`config.mk`:
```
export PLATFORM = sky130hd
export DESIGN_NAME = riscv_run_monitor
export DESIGN_NICKNAME = d
export VERILOG_FILES = /design/src/rtl/run_mon_pkg.sv /design/src/rtl/run_mon_window.sv /design/src/rtl/riscv_run_monitor.sv
export SDC_FILE = /design/constraint.sdc
export NUM_CORES = 1
export LEC_CHECK = 0
export ABC_AREA = 1
export BUFFER_PORTS_ARGS = -buffer_cell sky130_fd_sc_hd__buf_2
export CELL_PAD_IN_SITES_DETAIL_PLACEMENT = 1
export CELL_PAD_IN_SITES_GLOBAL_PLACEMENT = 1
export CORE_UTILIZATION = 48
export DETAILED_ROUTE_END_ITERATION = 7
export GPL_TIMING_DRIVEN = 0
export PLACE_DENSITY = 0.87
export SKIP_CTS_REPAIR_TIMING = 1
export SLEW_MARGIN = 30
export SYNTH_ARGS = -nofsm -noshare
export SYNTH_HDL_FRONTEND = slang
export SYNTH_HIERARCHICAL = 1
export SYNTH_SLANG_ARGS = --single-unit
export TNS_END_PERCENT = 5
```
`constraint.sdc`:
```
create_clock -name clk -period 10.95 [get_ports clk]
set_input_delay 0 -clock clk [delete_from_list [all_inputs] [get_ports clk]]
set_output_delay 0 -clock clk [all_outputs]
set_load 0.05 [all_outputs]
```
`src/rtl/run_mon_pkg.sv`:
```
`default_nettype none
// ============================================================================
// Module   : run_mon_pkg
// Purpose  : Shared types and helpers for the RISC-V run monitor.
// Revision : 1.0 - initial release
// ============================================================================
package run_mon_pkg;

    typedef enum logic [1:0] {
        ST_RUN  = 2'd0,
        ST_CMP  = 2'd1,
        ST_DONE = 2'd2
    } state_t;

    // Widest data word the byte-swap helper accepts; callers cast down to DATA_W.
    localparam int SWAP_MAX_W = 512;

    // Reverses the byte order of the low NBYTES bytes of word.
    function automatic logic [SWAP_MAX_W-1:0] byte_swap(
        input logic [SWAP_MAX_W-1:0] word,
        input int                    nbytes
    );
        logic [SWAP_MAX_W-1:0] res;
        res = '0;
        for (int b = 0; b < SWAP_MAX_W/8; b++) begin
            if (b < nbytes) begin
                res[b*8 +: 8] = word[(nbytes-1-b)*8 +: 8];
            end
        end
        return res;
    endfunction

endpackage
`default_nettype wire

```
`src/rtl/run_mon_window.sv`:
```
`default_nettype none
// ============================================================================
// Module   : run_mon_window
// Purpose  : DEPTH x DATA_W register file, one write port, one read port.
// Revision : 1.0 - initial release
// ============================================================================
module run_mon_window
    import run_mon_pkg::*;
#(
    parameter int DATA_W = 32,
    parameter int DEPTH  = 8,
    parameter int IDX_W  = $clog2(DEPTH)
) (
    input  logic              clk,
    input  logic              rst,
    input  logic              we,
    input  logic [IDX_W-1:0]  waddr,
    input  logic [DATA_W-1:0] wdata,
    input  logic [IDX_W-1:0]  raddr,
    output logic [DATA_W-1:0] rdata
);

    logic [DATA_W-1:0] r_mem [DEPTH];

    always_ff @(posedge clk or posedge rst) begin
        if (rst) begin
            for (int i = 0; i < DEPTH; i++) begin
                r_mem[i] <= '0;
            end
        end else if (we) begin
            r_mem[waddr] <= wdata;
        end
    end

    assign rdata = r_mem[raddr];

endmodule
`default_nettype wire

```
`src/rtl/riscv_run_monitor.sv`:
```
`default_nettype none
// ============================================================================
// Module   : riscv_run_monitor
// Purpose  : Captures a result window from the data-memory write port, compares
//            it against preloaded expected values and reports perf counters.
//            Perf counters are built only when RUN_MON_PERF_EN is defined.
// Revision : 1.0 - initial release
// ============================================================================
module riscv_run_monitor
    import run_mon_pkg::*;
#(
    parameter int ADDR_W    = 30,
    parameter int DATA_W    = 32,
    parameter int DEPTH     = 8,
    parameter int ARR_BEGIN = 128,
    parameter int END_ADDR  = 255,
    parameter int CNT_W     = 16,
    parameter int ERR_W     = 8
) (
    input  logic                     clk,
    input  logic                     rst,
    input  logic                     wen,
    input  logic [ADDR_W-1:0]        addr,
    input  logic [DATA_W-1:0]        data,
    input  logic                     stall,
    input  logic                     flush,
    input  logic [ADDR_W-1:0]        i_addr,
    input  logic                     exp_wen,
    input  logic [$clog2(DEPTH)-1:0] exp_idx,
    input  logic [DATA_W-1:0]        exp_data,
    output logic                     finish,
    output logic [ERR_W-1:0]         error_num,
    output logic [$clog2(DEPTH)-1:0] first_err_idx,
    output logic                     first_err_vld,
    output logic [CNT_W-1:0]         duration,
    output logic [CNT_W-1:0]         stall_cycles,
    output logic [CNT_W-1:0]         flush_times,
    output logic [CNT_W-1:0]         instr_count
);

    localparam int IDX_W = $clog2(DEPTH);

    state_t             r_state;
    logic [IDX_W-1:0]   r_cmp_idx;
    logic [IDX_W-1:0]   r_first_idx;
    logic               r_first_vld;
    logic [ERR_W-1:0]   r_error_num;
    logic               r_finish;

    logic               w_run;
    logic               w_in_win;
    logic               w_end_hit;
    logic               w_cap_we;
    logic               w_exp_we;
    logic [IDX_W-1:0]   w_widx;
    logic [DATA_W-1:0]  w_swapped;
    logic [DATA_W-1:0]  w_shadow_rd;
    logic [DATA_W-1:0]  w_exp_rd;
    logic               w_mismatch;

    assign w_run     = (r_state == ST_RUN);
    assign w_in_win  = (addr >= ADDR_W'(ARR_BEGIN)) && (addr < ADDR_W'(ARR_BEGIN + DEPTH));
    assign w_end_hit = w_run && wen && (addr == ADDR_W'(END_ADDR));
    assign w_cap_we  = w_run && wen && w_in_win;
    assign w_exp_we  = w_run && exp_wen && ({1'b0, exp_idx} < (IDX_W+1)'(DEPTH));
    assign w_widx    = IDX_W'(addr - ADDR_W'(ARR_BEGIN));
    // The core stores little-endian; the shadow holds words in readable order.
    assign w_swapped = DATA_W'(byte_swap(SWAP_MAX_W'(data), DATA_W/8));

    run_mon_window #(
        .DATA_W (DATA_W),
        .DEPTH  (DEPTH),
        .IDX_W  (IDX_W)
    ) u_shadow (
        .clk   (clk),
        .rst   (rst),
        .we    (w_cap_we),
        .waddr (w_widx),
        .wdata (w_swapped),
        .raddr (r_cmp_idx),
        .rdata (w_shadow_rd)
    );

    run_mon_window #(
        .DATA_W (DATA_W),
        .DEPTH  (DEPTH),
        .IDX_W  (IDX_W)
    ) u_expected (
        .clk   (clk),
        .rst   (rst),
        .we    (w_exp_we),
        .waddr (exp_idx),
        .wdata (exp_data),
        .raddr (r_cmp_idx),
        .rdata (w_exp_rd)
    );

    assign w_mismatch = (w_shadow_rd != w_exp_rd);

    always_ff @(posedge clk or posedge rst) begin
        if (rst) begin
            r_state     <= ST_RUN;
            r_cmp_idx   <= '0;
            r_first_idx <= '0;
            r_first_vld <= 1'b0;
            r_error_num <= '0;
            r_finish    <= 1'b0;
        end else begin
            case (r_state)
                ST_RUN: begin
                    if (w_end_hit) begin
                        r_state   <= ST_CMP;
                        r_cmp_idx <= '0;
                    end
                end
                ST_CMP: begin
                    if (w_mismatch) begin
                        if (r_error_num != '1) begin
                            r_error_num <= r_error_num + ERR_W'(1);
                        end
                        if (!r_first_vld) begin
                            r_first_vld <= 1'b1;
                            r_first_idx <= r_cmp_idx;
                        end
                    end
                    if (r_cmp_idx == IDX_W'(DEPTH - 1)) begin
                        r_state <= ST_DONE;
                    end else begin
                        r_cmp_idx <= r_cmp_idx + IDX_W'(1);
                    end
                end
                ST_DONE: begin
                    r_finish <= 1'b1;
                end
                default: begin
                    r_state <= ST_RUN;
                end
            endcase
        end
    end

    assign finish        = r_finish;
    assign error_num     = r_error_num;
    assign first_err_idx = r_first_idx;
    assign first_err_vld = r_first_vld;

`ifdef RUN_MON_PERF_EN
    logic [CNT_W-1:0]  r_duration;
    logic [CNT_W-1:0]  r_stall_cycles;
    logic [CNT_W-1:0]  r_flush_times;
    logic [CNT_W-1:0]  r_instr_count;
    logic [ADDR_W-1:0] r_prev_iaddr;

    // All counters saturate at all-ones rather than wrapping.
    always_ff @(posedge clk or posedge rst) begin
        if (rst) begin
            r_duration     <= '0;
            r_stall_cycles <= '0;
            r_flush_times  <= '0;
            r_instr_count  <= '0;
            r_prev_iaddr   <= '0;
        end else begin
            r_prev_iaddr <= i_addr;
            if (r_state != ST_DONE && r_duration != '1) begin
                r_duration <= r_duration + CNT_W'(1);
            end
            if (w_run) begin
                if (stall && r_stall_cycles != '1) begin
                    r_stall_cycles <= r_stall_cycles + CNT_W'(1);
                end
                if (flush && r_flush_times != '1) begin
                    r_flush_times <= r_flush_times + CNT_W'(1);
                end
                if (i_addr != r_prev_iaddr && r_instr_count != '1) begin
                    r_instr_count <= r_instr_count + CNT_W'(1);
                end
            end
        end
    end

    assign duration     = r_duration;
    assign stall_cycles = r_stall_cycles;
    assign flush_times  = r_flush_times;
    assign instr_count  = r_instr_count;
`else
    logic w_unused_perf;
    assign w_unused_perf = ^{stall, flush, i_addr};

    assign duration     = '0;
    assign stall_cycles = '0;
    assign flush_times  = '0;
    assign instr_count  = '0;
`endif

endmodule
`default_nettype wire

```
==> results of run 1 <==
metrics by stage:
| stage | std cells | power (mW) | hold WS (ns) | setup WS (ns) |
|---|---|---|---|---|
| 3_3_place_gp | 4659 | 2.30 | 0.169 | 0.731 |
| 5_1_grt | 4857 | 4.68 | 0.00780 | 7.16 |
| 6_report | 4857 | 4.56 | -0.0308 | 7.24 |
| 2_1_floorplan | 3798 | 2.23 | -0.0614 | 3.91 |
| 3_5_place_dp | 4664 | 2.32 | 0.0682 | 7.46 |
| 4_1_cts | 4773 | 4.53 | -0.596 | 7.42 |
path summary, 6_finish.rpt:
check / from / end / slack (ns)
setup / recovery: r_cmp_idx[1]$_DFFE_PP0P_ / first_err_idx[1]$_DFFE_PP0P_ / 7.24
hold / removal: rst / u_expected/r_mem[3]$_DFFE_PP0P_ / -0.03
setup reg to reg: r_cmp_idx[1]$_DFFE_PP0P_ / first_err_idx[1]$_DFFE_PP0P_ / 7.24
hold reg to reg: finish$_DFFE_PP0N_ / finish$_DFFE_PP0N_ / 0.48
max in group asynchronous: rst / u_expected/r_mem[88]$_DFFE_PP0P_ / 9.93
min in group clk: data[26] / u_shadow/r_mem[2]$_DFFE_PP0P_ / 0.13
layer usage:
metal | vias to the layer above | global-route usage (%)
li1 | 11900 | -
met1 | 13300 | 42.7
met2 | 1071 | 57.8
met3 | 331 | 4.90
met4 | 0 | 15.0
met5 | - | 0
power breakdown:
part           switching, mW  internal [mW]  leakage (nW)
sequential            0.0194           1.98          7.02
clock                  0.876           1.37          1.08
combinational          0.222         0.0876          8.14
kinds of logic (layout without fill, tap and decap cells):
kind of cell | Yosys count | count (layout) | share of synthesized area (%)
buffers and inverters | 879 | 1190 | 13.6
xor gates and xnor gates | 28 | 28 | 0.908
DFF | 530 | 530 | 49.1
AOI/OAI and AO/OA | 513 | 513 | 9.51
adders and majority gates | 3 | 3 | 0.139
and+or+nand+nor | 1781 | 1781 | 26.7
other | 1 | 64 | 0.0139
cell usage in the layout, fill, tap and decap left out, drive strengths merged:
cell type | synthesis | layout
buf | 168 | 286
bufinv | 0 | 9
clkbuf | 90 | 181
clkinv | 0 | 8
clkinvlp | 0 | 1
conb | 1 | 64
dfrtp | 530 | 530
dlygate4sd3 | 0 | 84
ha | 3 | 3
inv | 621 | 621
nand2 | 1448 | 1448
nand3 | 269 | 269
nand4 | 15 | 15
nor2 | 36 | 36
nor3 | 6 | 6
nor3b | 1 | 1
nor4 | 4 | 4
o21ai | 513 | 513
or2 | 2 | 2
xnor2 | 26 | 26
xor2 | 2 | 2
worst register-to-register path, stage by stage, from the launching register on:
cell and delay [ns]:
dfrtp_1 0.67, buf_2 0.42, buf_1 0.64, nand3_1 0.21
nand2_1 0.15, nand2_1 0.06, nand2_1 0.15, nand2_1 0.07
nand2_1 0.06, nand2_1 0.06, nor2_1 0.18, nand2_1 0.07
nor2_1 0.30, nand2_2 0.20, buf_6 0.20, nand4_1 0.10
nand2_1 0.07
flip-flops by register name (all words and copies together), names as in the netlist:
| signal | flops |
|---|---|
| r_state | 2 |
| u_shadow/r_mem | 256 |
| first_err_vld | 1 |
| finish | 1 |
| r_cmp_idx | 3 |
| error_num | 8 |
| u_expected/r_mem | 256 |
| first_err_idx | 3 |
cell type report:
cell class                      instances  area share [%]
Tap cell                              748            2.93
Sequential cell                       530            41.6
Clock inverter                         18           0.996
Inverter                              621            7.35
Clock buffer                           91            5.83
Timing Repair Buffer                  202            4.84
Buffer                                258            4.21
Multi-Input combinational cell       2389            32.3
==> metrics.txt, run 1 <==
antenna cells=0; CP max stage delay=~0.67 ns; Starting Density=48.8%; RSZ-0062 raised after global routing=false; first-pass GRT wire length=150 mm; FF/Latch Area=0.0133 sq mm; post-synthesis sequential area ratio=49.1%; Post-synth EDFFs=0; DIE WIDTH=239 microns; clk slew on worst S/H paths=0.07 ns; Synth Warn #=6; Synth Cell Area=0.0270 sq mm; num rows=86; CP cell instances=buf_2, buf_1, nand3_1, nand2_1, nand2_1, nand2_1, nand2_1, nand2_1, nand2_1, nor2_1, nand2_1, nor2_1, nand2_2, buf_6, nand4_1, nand2_1; Worst slew margin=44.3%; Detail Route Antenna Nets=0; final critical-path required period=3.71 ns; #FFs+latches synth=530; failing checks=negative hold slack; most common cell in the netlist=nand2_1; fmax=270 MHz; final instance area=0.0319 sq mm; setup_tns=0 ns; met3 WL post-DR=6.41 mm; Multi-input gate area=0.0103 sq mm; H-tree levels=2; Hold Violations, Final=20; Tightest Pin Transition=around 0.84 ns; Num CTS Buffers=60; Pwr Density=143 mW/mm^2; CP Data Arrival Time=4.23 ns; LEAKAGE=16.2 nW; CTS tree=built; critical path depth=16; final worst-path cycle share=33.9%; GRT overflow=0; largest net degree at the start of global routing=93; status=complete, but fails checks; first-iteration detailed-routing DRC count=2190; area post-placement=0.0289 sq mm; Die Area=0.0572 sq mm; CP Capture Type=flip-flop; maximum vdd drop=0.115 mV; via count=26600; nets=4198; Met2 Wirelength=50.9 mm; Port Buf Inserts=113; Yosys top cell area share=49.1%; DP Wirelength=65.6 mm; initial antenna violation count=0; CTS sink cnt=530; total of max-cap violations=0; Highest Signal Layer=met4; asr flop ratio synth=100%; fraction of layout cells with a size suffix above 1=9.88%; post-synth cell types=31; Max clock buf depth=3; Skew-Pair Late Insertion Delay=approximately 0.64 ns; Wirelength per Cell=21.2 microns; area grow syn2layout=18.2%; gp weighted congestion=about 0.86; Pre-antenna DRT Iters=6; CP Class=reg -> reg; Post-synth top flop=dfrtp_1; top cells by count, synth=nand2_1 (1434), inv_1 (617), dfrtp_1 (530), o21ai_0 (504), nand3_1 (265); startpoint types=flip-flop; die height=239 microns; count of final max-slew check failures=0; FILL cells=between 7000 and 8000; Critical Path Fanout Max=10; Via-to-Cell Ratio=5.48; gr usage total=roughly 34%; CP delay by family, top=simple AND/OR/NAND/NOR gates; Worst Hold Slack=-0.0308 ns; worst min path class=in -> async; Final Util=57.7%; final setup fails=0; post-synth top area cell=dfrtp_1; Critical Path Slowest Stage Cell=dfrtp_1; Gate Count Post-Synth=3735; synth top area cells=dfrtp_1 (49%), nand2_1 (20%), o21ai_0 (9.3%); post-route clock skew=0.0191 ns; worst-case reg-to-reg path depth=16; Core ar.=0.0553 sq mm; wl on met1=40.9 mm; final routed DRC violation total=0; Buf/Inv on CP=3; IO Count=210; WP data required=11.47 ns; CP dominant cell by count=nand2_1; number of global-route vias before repair=26800; root buffer cell=clkbuf_16; Avg Cell Area, Syn=7.23 sq um; Post-Route WL=between 100 and 150 mm
Note: power is estimated with default switching activity, not from simulation.
==> run 2: changes to the inputs <==
--- a/config.mk
+++ b/config.mk
@@ -5,14 +5,14 @@
 export SDC_FILE = /design/constraint.sdc
 export NUM_CORES = 1
 export LEC_CHECK = 0
-export ABC_AREA = 1
+export ABC_AREA = 0
 export BUFFER_PORTS_ARGS = -buffer_cell sky130_fd_sc_hd__buf_2
 export CELL_PAD_IN_SITES_DETAIL_PLACEMENT = 1
 export CELL_PAD_IN_SITES_GLOBAL_PLACEMENT = 1
-export CORE_UTILIZATION = 48
+export CORE_UTILIZATION = 50
 export DETAILED_ROUTE_END_ITERATION = 7
 export GPL_TIMING_DRIVEN = 0
-export PLACE_DENSITY = 0.87
+export PLACE_DENSITY = 0.79
 export SKIP_CTS_REPAIR_TIMING = 1
 export SLEW_MARGIN = 30
 export SYNTH_ARGS = -nofsm -noshare
==> constraint.sdc (replaced) <==
create_clock -name clk -period 3.7 [get_ports clk]
set_input_delay 0 -clock clk [delete_from_list [all_inputs] [get_ports clk]]
set_output_delay 0 -clock clk [all_outputs]
set_load 0.05 [all_outputs]
==> run 2 against run 1 <==
  * The run now ends clean
  * Setup slack lost 7.2 ns
  * Clock power grew 150%
  * Utilization grew 2.7 points
  * First-iteration DRC count shrank 68%
  * Combinational power grew 81%
  * Worst hold slack gained 0.069 ns
  * Area after synthesis shrank 7.3%
  * Sequential share of layout area grew 3.2 points
  * Sequential power grew to 2.9 times the previous value
  * Critical path depth shrank 5
  * Final cell count shrank 48%
==> metrics.txt, run 2 <==
gp weighted congestion=0.794 (-8.1%); largest net degree at the start of global routing=99 (+6.5%); Die Area=0.0510 sq mm (-11%); Num CTS Buffers=56 (-6.7%); placed insts=2367 (-49%); CP Capture Type=flip-flop; launch point of the worst reg-to-reg path=r_cmp_idx[0]$_DFFE_PP0P_; Max clock buf depth=3 (unchanged); number of global-route vias before repair=15800 (-41%); nets=1976 (-53%); final setup fails=0 (unchanged); Synth Cell Area=0.0250 sq mm (-7.3%); Non-Filler Instances=2543 (-48%); Starting Density=50.9% (+2.1 points); count of final max-slew check failures=0 (unchanged); Tightest Pin Transition=0.828 ns (-0.00841 ns); post-synth top area cell=dfrtp_1; final worst-path cycle share=98.4% (+65 points); pre-CTS setup slack=-0.282 ns (-7.74 ns); area grow syn2layout=18.5%; Gate Count Post-Synth=1518 (-59%); Skew-Pair Late Insertion Delay=0.60 ns (-0.04 ns); reg-to-reg slack, setup=0.06 ns (-7.18 ns); final instance area=0.0297 sq mm (-7.0%); Pwr Density=404 mW/mm^2 (+180%); GRT overflow=0 (unchanged); Avg Cell Area, Syn=16.5 sq um (+130%); Hold Violations, Final=0 (-100%); Worst slew margin=44.8% (+0.56 points); worst min path class=in -> async; fraction of layout cells with a size suffix above 1=53.7% (+44 points); top cells by count, synth=mux2_2 (550), dfrtp_1 (530), buf_4 (90), mux4_1 (66), mux4_2 (62); CTS sink cnt=530 (unchanged); commonest non-fill, non-tap cell in the layout=mux2_2; Post-Route WL=64.2 mm (-38%); total of max-cap violations=0 (unchanged); post-route clock skew=0.0135 ns (-0.00560 ns); IO Count=210 (unchanged); Worst Hold Slack=0.0379 ns (+0.0687 ns); synth top area cells=dfrtp_1 (53%), mux2_2 (25%), mux4_1 (6.9%); most frequent cells in the layout=mux2_2 (550), dfrtp_1 (528), buf_2 (144); gr usage total=25.5% (-8.4 points); maximum vdd drop=0.308 mV (+170%); status=finished, final reports clean; asr flop ratio synth=100% (unchanged); Critical Path Fanout Max=10 (unchanged); post-synth cell types=41 (+32%); first-iteration detailed-routing DRC count=696 (-68%); final critical-path required period=3.64 ns (-0.0679 ns); FILL cells=4507 (-37%); H-tree levels=2 (unchanged); CP Class=reg -> reg; DIE WIDTH=226 microns (-5.6%); Post-synth top flop=dfrtp_1; LEAKAGE=15.4 nW (-5.0%); worst-case reg-to-reg path depth=11 (-5); final routed DRC violation total=0 (unchanged); most common cell in the netlist=mux2_2; Synth Warn #=6 (unchanged); CP dominant cell by count=mux2_2; Pwr Total=12.0 mW (+160%); Yosys top cell area share=53.0% (+3.8 points); Detail Route Antenna Nets=0 (unchanged); DP Wirelength=42.2 mm (-36%); clk slew on worst S/H paths=0.06 ns (about the same); Pre-antenna DRT Iters=4 (-2); root buffer cell=clkbuf_16; Critical Path Slowest Stage Cell=dfrtp_2; die height=226 microns (-5.6%); Core ar.=0.0492 sq mm (-11%); CTS tree=built; worst reg2reg path endpoint=first_err_idx[1]$_DFFE_PP0P_; #FFs+latches synth=530 (unchanged); CP Data Arrival Time=4.13 ns (-0.10 ns); final worst-path setup slack=0.0582 ns (-7.18 ns); CP cell instances=buf_6, buf_8, buf_2, mux4_2, mux2_2, xnor2_1, nand4_1, nor4_2, nand2_2, nand3b_2, mux2_2; WP data required=4.19 ns (-7.28 ns); Post-synth EDFFs=0 (unchanged); CP max stage delay=0.49 ns (-0.18 ns); area post-placement=0.0270 sq mm (-6.7%); Port Buf Inserts=110 (-2.7%); initial antenna violation count=1 (+1); post-synthesis sequential area ratio=53.0% (+3.8 points); first-pass GRT wire length=96.9 mm (-35%); num rows=81 (-5.8%); via count=14400 (-46%); startpoint types=flip-flop; Wirelength per Cell=25.2 microns (+19%); fmax=275 MHz (+1.9%); Via-to-Cell Ratio=5.68 (+3.7%)
-- run 2: changes by cell type after synthesis, moves of 62 or more --
| cell | previous run | this run |
|---|---|---|
| clkbuf_1 | 84 | 8 |
| inv_1 | 617 | 5 |
| mux2_2 | 0 | 550 |
| mux4_1 | 0 | 66 |
| mux4_2 | 0 | 62 |
| nand2_1 | 1434 | 3 |
| nand3_1 | 265 | 5 |
| o21ai_0 | 504 | 2 |
-- run 2: how the worst max path moves through the flow --
stage | slack [ns] | depth (start not counted) | end | startpoint
after floorplan | -3.34 | 1 | u_shadow/r_mem[0]$_DFFE_PP0P_ | rst
after global placement | -5.90 | 2 | u_shadow/r_mem[216]$_DFFE_PP0P_ | rst
after detailed placement | -0.28 | 11 | first_err_idx[1]$_DFFE_PP0P_ | r_cmp_idx[0]$_DFFE_PP0P_
after CTS | -0.32 | 11 | first_err_idx[1]$_DFFE_PP0P_ | r_cmp_idx[0]$_DFFE_PP0P_
after global routing | -0.005 | 11 | first_err_idx[1]$_DFFE_PP0P_ | r_cmp_idx[0]$_DFFE_PP0P_
final | 0.06 | 11 | first_err_idx[1]$_DFFE_PP0P_ | r_cmp_idx[0]$_DFFE_PP0P_
-- run 2: cells by family (layout without fill, tap and decap cells) --
kind of cell               after synthesis  after routing  synth area share (%)
and+or+nand+nor                         63             63                  1.88
xor gates and xnor gates                38             38                  1.33
buffers and inverters                  168            465                  4.60
adders and majority gates                3              3                 0.150
AOI/OAI and AO/OA                        6              6                 0.240
other                                    1             65                0.0150
muxes                                  709            709                  38.8
DFF                                    530            530                  53.0
-- run 2: power by group --
group          internal [mW]  leakage (nW)  switching [mW]
sequential              5.80          7.38               0
combinational          0.178          7.13           0.384
clock                   3.32         0.908            2.30
-- run 2: layout make-up --
cell class	count	area [sq um]	share of cell area [%]
Antenna cell	1	2.50	0.00844
Clock inverter	12	135	0.456
Buffer	163	1170	3.94
Multi-Input combinational cell	883	10900	36.8
Inverter	5	30.0	0.101
Timing Repair Buffer	201	1620	5.48
Sequential cell	530	13300	44.7
Clock buffer	84	1690	5.69
Tap cell	664	831	2.80
-- run 2: layer usage --
metal / track usage [%] / part of all wire [%]
met5: 0 / 0
met4: 8.47 / 2.7
met3: 3.94 / 4.1
met2: 43.0 / 51
met1: 33.8 / 42
-- run 2: per-stage QoR --
stage / TNS [ns] / utilization, %
3_3_place_gp: -1776.93 / 54.2
6_report: 0 / 60.3
5_1_grt: -0.00494 / 60.3
3_5_place_dp: -1.23 / 54.8
4_1_cts: -1.63 / 58.5
2_1_floorplan: -855.49 / -
-- run 2: worst max-delay path, delay by kind of cell (launching register included) --
kind,cells,cell delay (ns)
buf+inv,3,0.76
xor+xnor,1,0.30
simple gates,4,0.94
flops,1,0.49
mux,3,1.02
==> run 3: changes to the inputs <==
--- a/config.mk
+++ b/config.mk
@@ -14,7 +14,7 @@
 export GPL_TIMING_DRIVEN = 0
 export PLACE_DENSITY = 0.79
 export SKIP_CTS_REPAIR_TIMING = 1
-export SLEW_MARGIN = 30
+export SLEW_MARGIN = 0
 export SYNTH_ARGS = -nofsm -noshare
 export SYNTH_HDL_FRONTEND = slang
 export SYNTH_HIERARCHICAL = 1
==> constraint.sdc (replaced) <==
create_clock -name clk -period 4.5 [get_ports clk]
set_input_delay 0 -clock clk [delete_from_list [all_inputs] [get_ports clk]]
set_output_delay 0 -clock clk [all_outputs]
set_load 0.05 [all_outputs]
==> run 3 against run 2 <==
  * Critical path depth did not move
  * Critical endpoint unchanged
  * Critical path type unchanged
  * Largest cell class unchanged
  * Wire length fell by 0.14%
  * Setup slack improved by 0.29 ns
  * Final cell count rose by 0.12%
  * Combinational power fell by 20%
  * Largest power group is now the clock network
  * Sequential power fell by 18%
  * Utilization fell by 0.26 points
  * Maximum frequency fell by 12%
==> metrics.txt, run 3 (synthesis results as in run 2) <==
Port Buf Inserts=110 (unchanged); WP data required=4.98 ns (+0.79 ns); FF/Latch Area=0.0133 sq mm (about the same); pre-CTS setup slack=0.466 ns (+0.748 ns); Die Area=0.0510 sq mm (unchanged); CP cell instances=buf_6, buf_2, buf_2, mux4_2, mux2_2, xnor2_1, nand4_1, nor4_1, nand2_2, nand3b_2, mux2_2; CTS sink cnt=530 (unchanged); Worst Setup SP=r_cmp_idx[0]$_DFFE_PP0P_; IO Count=210 (unchanged); Max clock buf depth=3 (unchanged); Multi-input gate area=0.0109 sq mm (-0.54%); Wirelength per Cell=25.2 microns (-0.26%); switching power=2.20 mW (-18%); Hold Violations, Final=0 (unchanged); first-iteration detailed-routing DRC count=637 (-8.5%); CP Capture Type=flip-flop; maximum vdd drop=0.316 mV (+2.5%); Critical Path End=first_err_idx[1]$_DFFE_PP0P_; Core ar.=0.0492 sq mm (unchanged); Critical Path Fanout Max=10 (unchanged); Skew-Pair Late Insertion Delay=0.60 ns (about the same); commonest non-fill, non-tap cell in the layout=mux2_2; initial antenna violation count=3 (+2); Clock power frac=47.9% (+1.0 points); most frequent cells in the layout=mux2_2 (550), dfrtp_1 (530), buf_2 (155); number of global-route vias before repair=15900 (+0.64%); post-route clock skew=0.0124 ns (-0.00117 ns); DIE WIDTH=226 microns (unchanged); Post-Route WL=64.1 mm (-0.14%); count of final max-slew check failures=0 (unchanged); root buffer cell=clkbuf_16; Pwr Density=339 mW/mm^2 (-16%); min-delay src=exp_idx[2]; worst-case reg-to-reg path depth=11 (unchanged); worst min path class=in -> reg; fraction of layout cells with a size suffix above 1=52.8% (-0.91 points); FILL cells=4530 (+0.51%); final worst-path setup slack=0.348 ns (+0.290 ns); via count=14400 (-0.61%); Pre-antenna DRT Iters=4 (unchanged); first-pass GRT wire length=97.1 mm (+0.18%); nets=1970 (-0.30%); Int Power=7.81 mW (-16%); num rows=81 (unchanged); switching part of the total=22.0% (-0.43 points); status=finished, final reports clean; final setup fails=0 (unchanged); Critical Path Slowest Stage Cell=dfrtp_1; clk slew on worst S/H paths=0.06 ns (about the same); CP max stage delay=0.57 ns (+0.08 ns); die height=226 microns (unchanged); gr usage total=25.5% (-0.060 points); Num CTS Buffers=56 (unchanged); GRT overflow=0 (unchanged); DP Wirelength=41.9 mm (-0.78%); final worst-path cycle share=92.3% (-6.2 points); final routed DRC violation total=0 (unchanged); area grow syn2layout=18.0%; final critical-path required period=4.15 ns (+0.510 ns); CP Class=reg -> reg; largest net degree at the start of global routing=103 (+4.0%); Worst slew margin=32.1% (-13 points); Final Util=60.1% (-0.26 points); CTS tree=built; Tightest Pin Transition=1.02 ns (+0.191 ns); sequential share of power=47.6% (-0.8 points); fmax=241 MHz (-12%); RSZ-0062 raised after global routing=false; Starting Density=50.9% (unchanged); worst reg2reg path endpoint=first_err_idx[1]$_DFFE_PP0P_; Logic pwr share=4.5% (-0.2 points); CP Data Arrival Time=4.63 ns (+0.50 ns); LEAKAGE=15.4 nW (-0.38%); total of max-cap violations=0 (unchanged); gp weighted congestion=0.794 (unchanged); launch point of the worst reg-to-reg path=r_cmp_idx[0]$_DFFE_PP0P_; placed insts=2363 (-0.17%); Non-Filler Instances=2546 (+0.12%); Via-to-Cell Ratio=5.64 (-0.73%); reg-to-reg slack, setup=0.35 ns (+0.29 ns); startpoint types=flip-flop; H-tree levels=2 (unchanged); Detail Route Antenna Nets=0 (unchanged)
-- run 3: layout make-up --
type / count / area share, %
clock inverter: 19 / 0.928
timing repair buffer: 195 / 5.07
inverter: 5 / 0.102
sequential: 530 / 44.9
clock buffer: 85 / 5.56
buffer: 163 / 3.84
multi-input combinational: 883 / 36.8
antenna: 2 / 0.0169
tap: 664 / 2.81
-- run 3: metrics by stage --
| step | hold slack [ns] | instance area, sq um | TNS, ns | power (mW) |
|---|---|---|---|---|
| 2_1_floorplan | -0.0614 | 25300 | -650.69 | 5.10 |
| 3_3_place_gp | 0.174 | 26700 | -1366.12 | 5.21 |
| 3_5_place_dp | 0.108 | 26800 | 0 | 5.25 |
| 4_1_cts | -0.525 | 28800 | 0 | 10.0 |
| 5_1_grt | 0.0314 | 29500 | 0 | 10.3 |
| 6_report | 0.0177 | 29500 | 0 | 10.0 |
-- run 3: critical path, delay by kind of cell (launching register included) --
family	cells	cell delay (ns)
multiplexers	3	1.03
XOR/XNOR	1	0.41
flip-flops	1	0.57
AND/OR/NAND/NOR	4	1.05
buffers and inverters	3	0.95
-- run 3: how the worst min path moves through the flow --
stage | to | cells after the start
after CTS | u_shadow/r_mem[237]$_DFFE_PP0P_ | 2
after detailed placement | u_shadow/r_mem[237]$_DFFE_PP0P_ | 2
after global routing | u_expected/r_mem[94]$_DFFE_PP0P_ | 3
after global placement | r_cmp_idx[2]$_DFFE_PP0P_ | 2
after floorplan | error_num[0]$_DFFE_PP0P_ | 1
final | u_expected/r_mem[94]$_DFFE_PP0P_ | 3
-- run 3: power by group through the flow --
stage / sequential, mW / combinational, mW / clock [mW]
6_report: 4.77 / 0.450 / 4.79
5_1_grt: 4.76 / 0.491 / 5.08
4_1_cts: 4.77 / 0.396 / 4.89
3_5_place_dp: 4.85 / 0.393 / 0
3_3_place_gp: 4.86 / 0.358 / 0
2_1_floorplan: 4.86 / 0.244 / 0
-- run 3: per-layer routing --
metal | GRT usage (%) | vias to the layer above | part of all wire [%] | wire (microns)
met5 | 0 | - | 0.012 | 8
li1 | - | 6244 | - | -
met3 | 4.19 | 90 | 3.7 | 2400
met1 | 34.4 | 7730 | 44 | 27900
met2 | 42.9 | 289 | 51 | 32500
met4 | 6.23 | 2 | 2.0 | 1290
